### src/rtl/cdb_arbiter_if.sv
// Bundle between completing functional units and the CDB arbiter: the per-FU
// result handshake, the pipeline flush and the registered CDB broadcast.
interface cdb_arbiter_if #(
  parameter int unsigned N_REQ  = 4,
  parameter int unsigned TAG_W  = 5,
  parameter int unsigned DATA_W = 32,
  parameter int unsigned SRC_W  = (N_REQ > 1) ? $clog2(N_REQ) : 1
);
  logic                    flush_i;
  logic [N_REQ-1:0]        req_valid_i;
  logic [N_REQ*TAG_W-1:0]  req_tag_i;
  logic [N_REQ*DATA_W-1:0] req_value_i;
  logic [N_REQ-1:0]        req_ready_o;
  logic                    cdb_valid_o;
  logic [TAG_W-1:0]        cdb_tag_o;
  logic [DATA_W-1:0]       cdb_value_o;
  logic [SRC_W-1:0]        cdb_src_o;

  modport master (
    output flush_i, req_valid_i, req_tag_i, req_value_i,
    input  req_ready_o, cdb_valid_o, cdb_tag_o, cdb_value_o, cdb_src_o
  );

  modport slave (
    input  flush_i, req_valid_i, req_tag_i, req_value_i,
    output req_ready_o, cdb_valid_o, cdb_tag_o, cdb_value_o, cdb_src_o
  );
endinterface

### src/rtl/cdb_arbiter.sv
// Round-robin CDB arbiter: one holding slot per functional unit, one grant per
// cycle, broadcast as a registered {tag, value, src} on the common data bus.
module cdb_arbiter #(
  parameter int unsigned N_REQ  = 4,
  parameter int unsigned TAG_W  = 5,
  parameter int unsigned DATA_W = 32
) (
  input logic          clk,
  input logic          rst_n,
  cdb_arbiter_if.slave bus
);
  localparam int unsigned SrcW = (N_REQ > 1) ? $clog2(N_REQ) : 1;

  logic [N_REQ-1:0]  slot_valid_q, slot_valid_d;
  logic [TAG_W-1:0]  slot_tag_q   [N_REQ];
  logic [DATA_W-1:0] slot_value_q [N_REQ];
  logic [SrcW-1:0]   rr_ptr_q, rr_ptr_d;

  logic [N_REQ-1:0]  grant, ready, accept;
  logic              grant_any;
  logic [SrcW-1:0]   grant_idx;
  logic [TAG_W-1:0]  grant_tag;
  logic [DATA_W-1:0] grant_value;

  logic              cdb_valid_q;
  logic [TAG_W-1:0]  cdb_tag_q;
  logic [DATA_W-1:0] cdb_value_q;
  logic [SrcW-1:0]   cdb_src_q;

  // Distance of slot x from the pointer in circular search order.
  function automatic int unsigned rr_dist(int unsigned x, int unsigned p);
    return (x >= p) ? x - p : x + N_REQ - p;
  endfunction

  // Parallel search: slot i wins if no valid slot sits closer to the pointer.
  always_comb begin
    int unsigned ptr;
    ptr   = 32'(rr_ptr_q);
    grant = '0;
    for (int unsigned i = 0; i < N_REQ; i++) begin
      grant[i] = slot_valid_q[i] & ~bus.flush_i;
      for (int unsigned j = 0; j < N_REQ; j++) begin
        if (j != i && slot_valid_q[j] && rr_dist(j, ptr) < rr_dist(i, ptr)) begin
          grant[i] = 1'b0;
        end
      end
    end
  end

  always_comb begin
    grant_any   = |grant;
    grant_idx   = '0;
    grant_tag   = '0;
    grant_value = '0;
    for (int unsigned i = 0; i < N_REQ; i++) begin
      if (grant[i]) begin
        grant_idx   = SrcW'(i);
        grant_tag   = slot_tag_q[i];
        grant_value = slot_value_q[i];
      end
    end
  end

  always_comb begin
    ready        = {N_REQ{rst_n & ~bus.flush_i}} & (~slot_valid_q | grant);
    accept       = bus.req_valid_i & ready;
    slot_valid_d = accept | (slot_valid_q & ~grant);
    rr_ptr_d     = rr_ptr_q;
    if (grant_any) begin
      // Explicit wrap so non-power-of-two N_REQ never lands on an unused index.
      rr_ptr_d = (32'(grant_idx) == N_REQ - 1) ? '0 : grant_idx + SrcW'(1);
    end
  end

  always_ff @(posedge clk) begin
    if (!rst_n) begin
      slot_valid_q <= '0;
      rr_ptr_q     <= '0;
      cdb_valid_q  <= 1'b0;
      cdb_tag_q    <= '0;
      cdb_value_q  <= '0;
      cdb_src_q    <= '0;
    end else if (bus.flush_i) begin
      slot_valid_q <= '0;
      rr_ptr_q     <= '0;
      cdb_valid_q  <= 1'b0;
    end else begin
      slot_valid_q <= slot_valid_d;
      rr_ptr_q     <= rr_ptr_d;
      cdb_valid_q  <= grant_any;
      if (grant_any) begin
        cdb_tag_q   <= grant_tag;
        cdb_value_q <= grant_value;
        cdb_src_q   <= grant_idx;
      end
    end
  end

  // Slot payload needs no reset; accept is already gated by reset and flush.
  always_ff @(posedge clk) begin
    for (int unsigned i = 0; i < N_REQ; i++) begin
      if (accept[i]) begin
        slot_tag_q[i]   <= bus.req_tag_i[i*TAG_W +: TAG_W];
        slot_value_q[i] <= bus.req_value_i[i*DATA_W +: DATA_W];
      end
    end
  end

  assign bus.req_ready_o = ready;
  assign bus.cdb_valid_o = cdb_valid_q;
  assign bus.cdb_tag_o   = cdb_tag_q;
  assign bus.cdb_value_o = cdb_value_q;
  assign bus.cdb_src_o   = cdb_src_q;
endmodule
### src/flat_wrapper.sv
// flat-port wrapper written by rule: the top's interface ports become plain ports
module cdb_arbiter_flat 
#(
  parameter int unsigned N_REQ  = 4,
  parameter int unsigned TAG_W  = 5,
  parameter int unsigned DATA_W = 32
)
  (clk, rst_n, bus_flush_i, bus_req_valid_i, bus_req_tag_i, bus_req_value_i, bus_req_ready_o, bus_cdb_valid_o, bus_cdb_tag_o, bus_cdb_value_o, bus_cdb_src_o);
  cdb_arbiter_if #(.N_REQ(N_REQ), .TAG_W(TAG_W), .DATA_W(DATA_W)) bus_i ();
  input logic clk;
  input logic rst_n;
  input wire logic [$bits(bus_i.flush_i)-1:0] bus_flush_i;
  input wire logic [$bits(bus_i.req_valid_i)-1:0] bus_req_valid_i;
  input wire logic [$bits(bus_i.req_tag_i)-1:0] bus_req_tag_i;
  input wire logic [$bits(bus_i.req_value_i)-1:0] bus_req_value_i;
  output wire logic [$bits(bus_i.req_ready_o)-1:0] bus_req_ready_o;
  output wire logic [$bits(bus_i.cdb_valid_o)-1:0] bus_cdb_valid_o;
  output wire logic [$bits(bus_i.cdb_tag_o)-1:0] bus_cdb_tag_o;
  output wire logic [$bits(bus_i.cdb_value_o)-1:0] bus_cdb_value_o;
  output wire logic [$bits(bus_i.cdb_src_o)-1:0] bus_cdb_src_o;
  assign bus_i.flush_i = bus_flush_i;
  assign bus_i.req_valid_i = bus_req_valid_i;
  assign bus_i.req_tag_i = bus_req_tag_i;
  assign bus_i.req_value_i = bus_req_value_i;
  assign bus_req_ready_o = bus_i.req_ready_o;
  assign bus_cdb_valid_o = bus_i.cdb_valid_o;
  assign bus_cdb_tag_o = bus_i.cdb_tag_o;
  assign bus_cdb_value_o = bus_i.cdb_value_o;
  assign bus_cdb_src_o = bus_i.cdb_src_o;
  cdb_arbiter #(.N_REQ(N_REQ), .TAG_W(TAG_W), .DATA_W(DATA_W)) u_core (.clk(clk), .rst_n(rst_n), .bus(bus_i));
endmodule
### config.mk
export PLATFORM = sky130hd
export DESIGN_NAME = cdb_arbiter_flat
export DESIGN_NICKNAME = d
export VERILOG_FILES = /design/src/rtl/cdb_arbiter_if.sv /design/src/rtl/cdb_arbiter.sv /design/src/flat_wrapper.sv
export SDC_FILE = /design/constraint.sdc
export NUM_CORES = 1
export LEC_CHECK = 0
export CELL_PAD_IN_SITES_DETAIL_PLACEMENT = 2
export CELL_PAD_IN_SITES_GLOBAL_PLACEMENT = 2
export CORE_MARGIN = 5
export CORE_UTILIZATION = 32
export DETAILED_ROUTE_END_ITERATION = 16
export PLACE_DENSITY_LB_ADDON = 0.3
export SLEW_MARGIN = 20
export SYNTH_ARGS = -nofsm -noshare
export SYNTH_HDL_FRONTEND = slang
export SYNTH_SLANG_ARGS = --single-unit
### constraint.sdc
create_clock -name clk -period 4.1 [get_ports clk]
set_clock_uncertainty 0.1 [all_clocks]
set_input_delay 1.025 -clock clk [delete_from_list [all_inputs] [get_ports clk]]
set_output_delay 1.025 -clock clk [all_outputs]
set_load 0.01 [all_outputs]
==> results of run 1 <==
synthesized netlist by cell type, drive strengths merged:
cell | n | area [um^2]
a22oi | 37 | 278
nor2 | 39 | 146
a2111oi | 1 | 27.5
nand2b | 5 | 31.3
clkbuf | 22 | 82.6
nor4 | 3 | 18.8
o311a | 1 | 10.0
dfxtp | 46 | 921
nand3 | 1 | 5.00
a21oi | 81 | 405
edfxtp | 148 | 4440
a31oi | 1 | 6.26
nand4 | 1 | 6.26
nor4b | 2 | 38.8
ha | 4 | 50.1
nand2 | 5 | 18.8
inv | 9 | 33.8
a22o | 38 | 333
and2 | 5 | 31.3
and4 | 1 | 8.76
buf | 8 | 40.0
nor3 | 2 | 10.0
nor2b | 5 | 31.3
a32o | 1 | 10.0
flip-flops by register name (all words and copies together), names as in the netlist:
name,cells
u_core.bus.cdb_src_o,2
u_core.bus.cdb_tag_o,5
u_core.bus.cdb_valid_o,1
u_core.bus.cdb_value_o,32
u_core.rr_ptr_q,2
u_core.slot_tag_q,20
u_core.slot_valid_q,4
u_core.slot_value_q,128
path summary, 6_finish.rpt:
kind                         startpoint                          to  slack, ns  cells after the start
max                         bus_flush_i          bus_req_ready_o[2]        0.1                      6
min          u_core.bus.cdb_value_o[13]  u_core.bus.cdb_value_o[13]       0.38                      1
max reg2reg          u_core.rr_ptr_q[1]  u_core.bus.cdb_value_o[17]       0.67                      8
min reg2reg  u_core.bus.cdb_value_o[13]  u_core.bus.cdb_value_o[13]       0.38                      1
through the flow:
stage                     area, um^2  total power [W]
after global routing            9960          0.00437
final                           9960          0.00421
after floorplan                 6990          0.00234
after global placement          9370          0.00258
after CTS                       9960          0.00427
after detailed placement        9370          0.00260
cell families after synthesis:
kind of cell / after synthesis / share of synthesized area, %
and+or+nand+nor: 69 / 4.96
DFF: 194 / 76.8
AOI/OAI and AO/OA: 160 / 15.3
buffers and inverters: 39 / 2.24
adders and majority gates: 4 / 0.716
worst max-delay path, delay by kind of cell:
family / cells / cell delay [ns]
and+or+nand+nor: 1 / 0.18
buffers and inverters: 3 / 1.14
AOI/OAI and AO/OA: 2 / 0.53
metal layers:
layer / global-route usage (%) / up-vias / part of all wire [%]
met1: 21.8 / 2455 / 41
met5: 0 / - / 0
li1: - / 2195 / -
met2: 31.6 / 119 / 53
met3: 4.35 / 6 / 4.9
met4: 3.32 / 0 / 0.65
cell type report:
cell class	count	area share [%]
Clock buffer	19	4.55
Clock inverter	13	1.38
Inverter	9	0.339
Multi-Input combinational cell	233	15.0
Sequential cell	194	53.8
Tap cell	280	3.52
Timing Repair Buffer	211	21.4
power by group:
group          leakage (nW)  internal (W)  switching, W
Sequential             1.73       0.00218     0.0000243
Clock                 0.285      0.000893      0.000770
Combinational          1.33      0.000198      0.000153
Total                  3.34       0.00327      0.000948
==> impl_results.rst, run 1 <==
.. list-table::
   :header-rows: 1

   * - Metric
     - Value
   * - Worst slack after detailed placement
     - 0.0922 ns
   * - Setup violation total in the final timing report
     - 0
   * - Setup repair after global routing missed its margin
     - false
   * - Synthesis Warnings
     - 0
   * - CTS tree
     - built
   * - Post-DRT Antenna Nets
     - 0
   * - Die span in y
     - 158 um
   * - Detailed Route Iter0 Violations
     - 259
   * - Number of fill cells
     - 2074
   * - Final layout net count
     - 825
   * - Most frequent CP cell
     - sky130_fd_sc_hd__clkdlybuf4s50_1
   * - Port-buffer cells
     - 198
   * - Arrival @ worst endpoint
     - 2.88 ns
   * - Total CTS buffers
     - 17
   * - Ant. Diodes
     - 0
   * - Detailed-route vias per instance
     - 4.98
   * - Number of sinks on the clock net
     - 194
   * - Total Negative Setup Slacks
     - 0 ns
   * - Placed Cells
     - 927
   * - VDD IR max
     - 0.263 mV
   * - Final Critical Period
     - 4.00 ns
   * - Most common library cell in the layout ignoring fill and taps
     - sky130_fd_sc_hd__clkdlybuf4s50_1
   * - Setup crit end kind
     - output pin
   * - Static Leakage
     - 3.34 nW
   * - Detailed placer's ending HPWL
     - 14.7 mm
   * - Root buffer cell
     - sky130_fd_sc_hd__clkbuf_16
   * - Placement row count
     - 54
   * - Clock-pin slew of the registers on the worst-case setup and hold paths
     - 0.07 ns
   * - Detailed-route via count
     - 4775
   * - Later-pin clock latency in the skew report
     - 0.43 ns
   * - Result of the run
     - complete, no violations
   * - Via count of the first global-routing pass
     - 5476
   * - Global-route wire length before repair
     - 32.5 mm
   * - Number of slew-limit violations in the final report
     - 0
   * - Post-cts gate resize count
     - 0
   * - Multi-input combinational cell area
     - 1490 um^2
   * - Highest-count cells in the layout ignoring fill and taps
     - 198 x sky130_fd_sc_hd__clkdlybuf4s50_1, 148 x sky130_fd_sc_hd__edfxtp_1, 80 x sky130_fd_sc_hd__a21oi_1, 46 x sky130_fd_sc_hd__dfxtp_1
   * - Sort of element at the start of the critical path
     - input pin
   * - Max Fanout on Critical Path
     - 3
   * - Number of antenna violations at the first check in global routing
     - 0
   * - Final setup margin
     - 0.0988 ns
   * - Worst setup path category
     - input pin to output pin
   * - Initial core utilization
     - 32.2%
   * - Number of standard cells after synthesis
     - 466
   * - Overall fraction of global-route tracks in use
     - 17.6%
   * - Worst endpoint required time
     - 2.97 ns
   * - Clk buf depth
     - 2
   * - Largest net degree at the start of global routing
     - 42
   * - Unique masters post-synth
     - 25
   * - Sequential cell area in the final layout
     - 5370 um^2
   * - Post-layout util
     - 45.9%
   * - Total routed wirelength
     - 22.1 mm
   * - CTS H-Tree Depth
     - 4
   * - Cell with the largest stage delay on the worst path
     - sky130_fd_sc_hd__clkdlybuf4s50_1
   * - Netlist Area Pre-Place
     - 6990 um^2
   * - Sequential cell area fraction in the yosys report
     - 76.8%
   * - Hold buffers post-CTS
     - 0
   * - Routability Congestion
     - 0.803
   * - Min-delay worst type
     - flop to flop
   * - TritonRoute pass-1 iters
     - 4
   * - Area added between synthesis and finish
     - 42.6%
   * - #FFs+latches synth
     - 194
   * - Slew of the pin with the lowest slew margin
     - 0.939 ns
   * - Average instance area after synthesis
     - 15.0 um^2
   * - X dimension of the die
     - 158 um
   * - Hold Fails Final Rpt
     - 0
   * - Worst hold slack
     - 0.382 ns
   * - DRC
     - 0
   * - Number of nets in the synthesized netlist
     - 625
   * - Boundary pin count
     - 199
   * - Share of layout cells above drive strength 1
     - 8.25%
   * - Routed WL per cell
     - 23.0 um
   * - F_max
     - 250 MHz
   * - Slowest cell delay on critical path
     - 0.58 ns
   * - Max-cap check violation count
     - 0
   * - Number of buffers inserted to repair setup after CTS
     - 0
   * - Worst max-slew margin expressed relative to the limit
     - 37.4%
   * - Total congestion overflow
     - 0
   * - Count of non-filler cells in the finished layout
     - 959
   * - Series of cell instances along the critical path
     - clkdlybuf4s50_1 > nand2b_1 > a2111oi_4 > inv_1 > a21oi_1 > clkdlybuf4s50_1
   * - Period utilisation layout
     - 97.6%
   * - PwrDens
     - 423 nW/um^2
   * - Die ar.
     - 24900 um^2
   * - Core region area
     - 21700 um^2
Power figures use the tool's default switching activity.
==> run 2, diff against run 1 <==
Settings changed: SLEW_MARGIN 20 to not set.
==> results of run 2 <==
The final DEF is identical to that of run 1; final timing and power are the same.
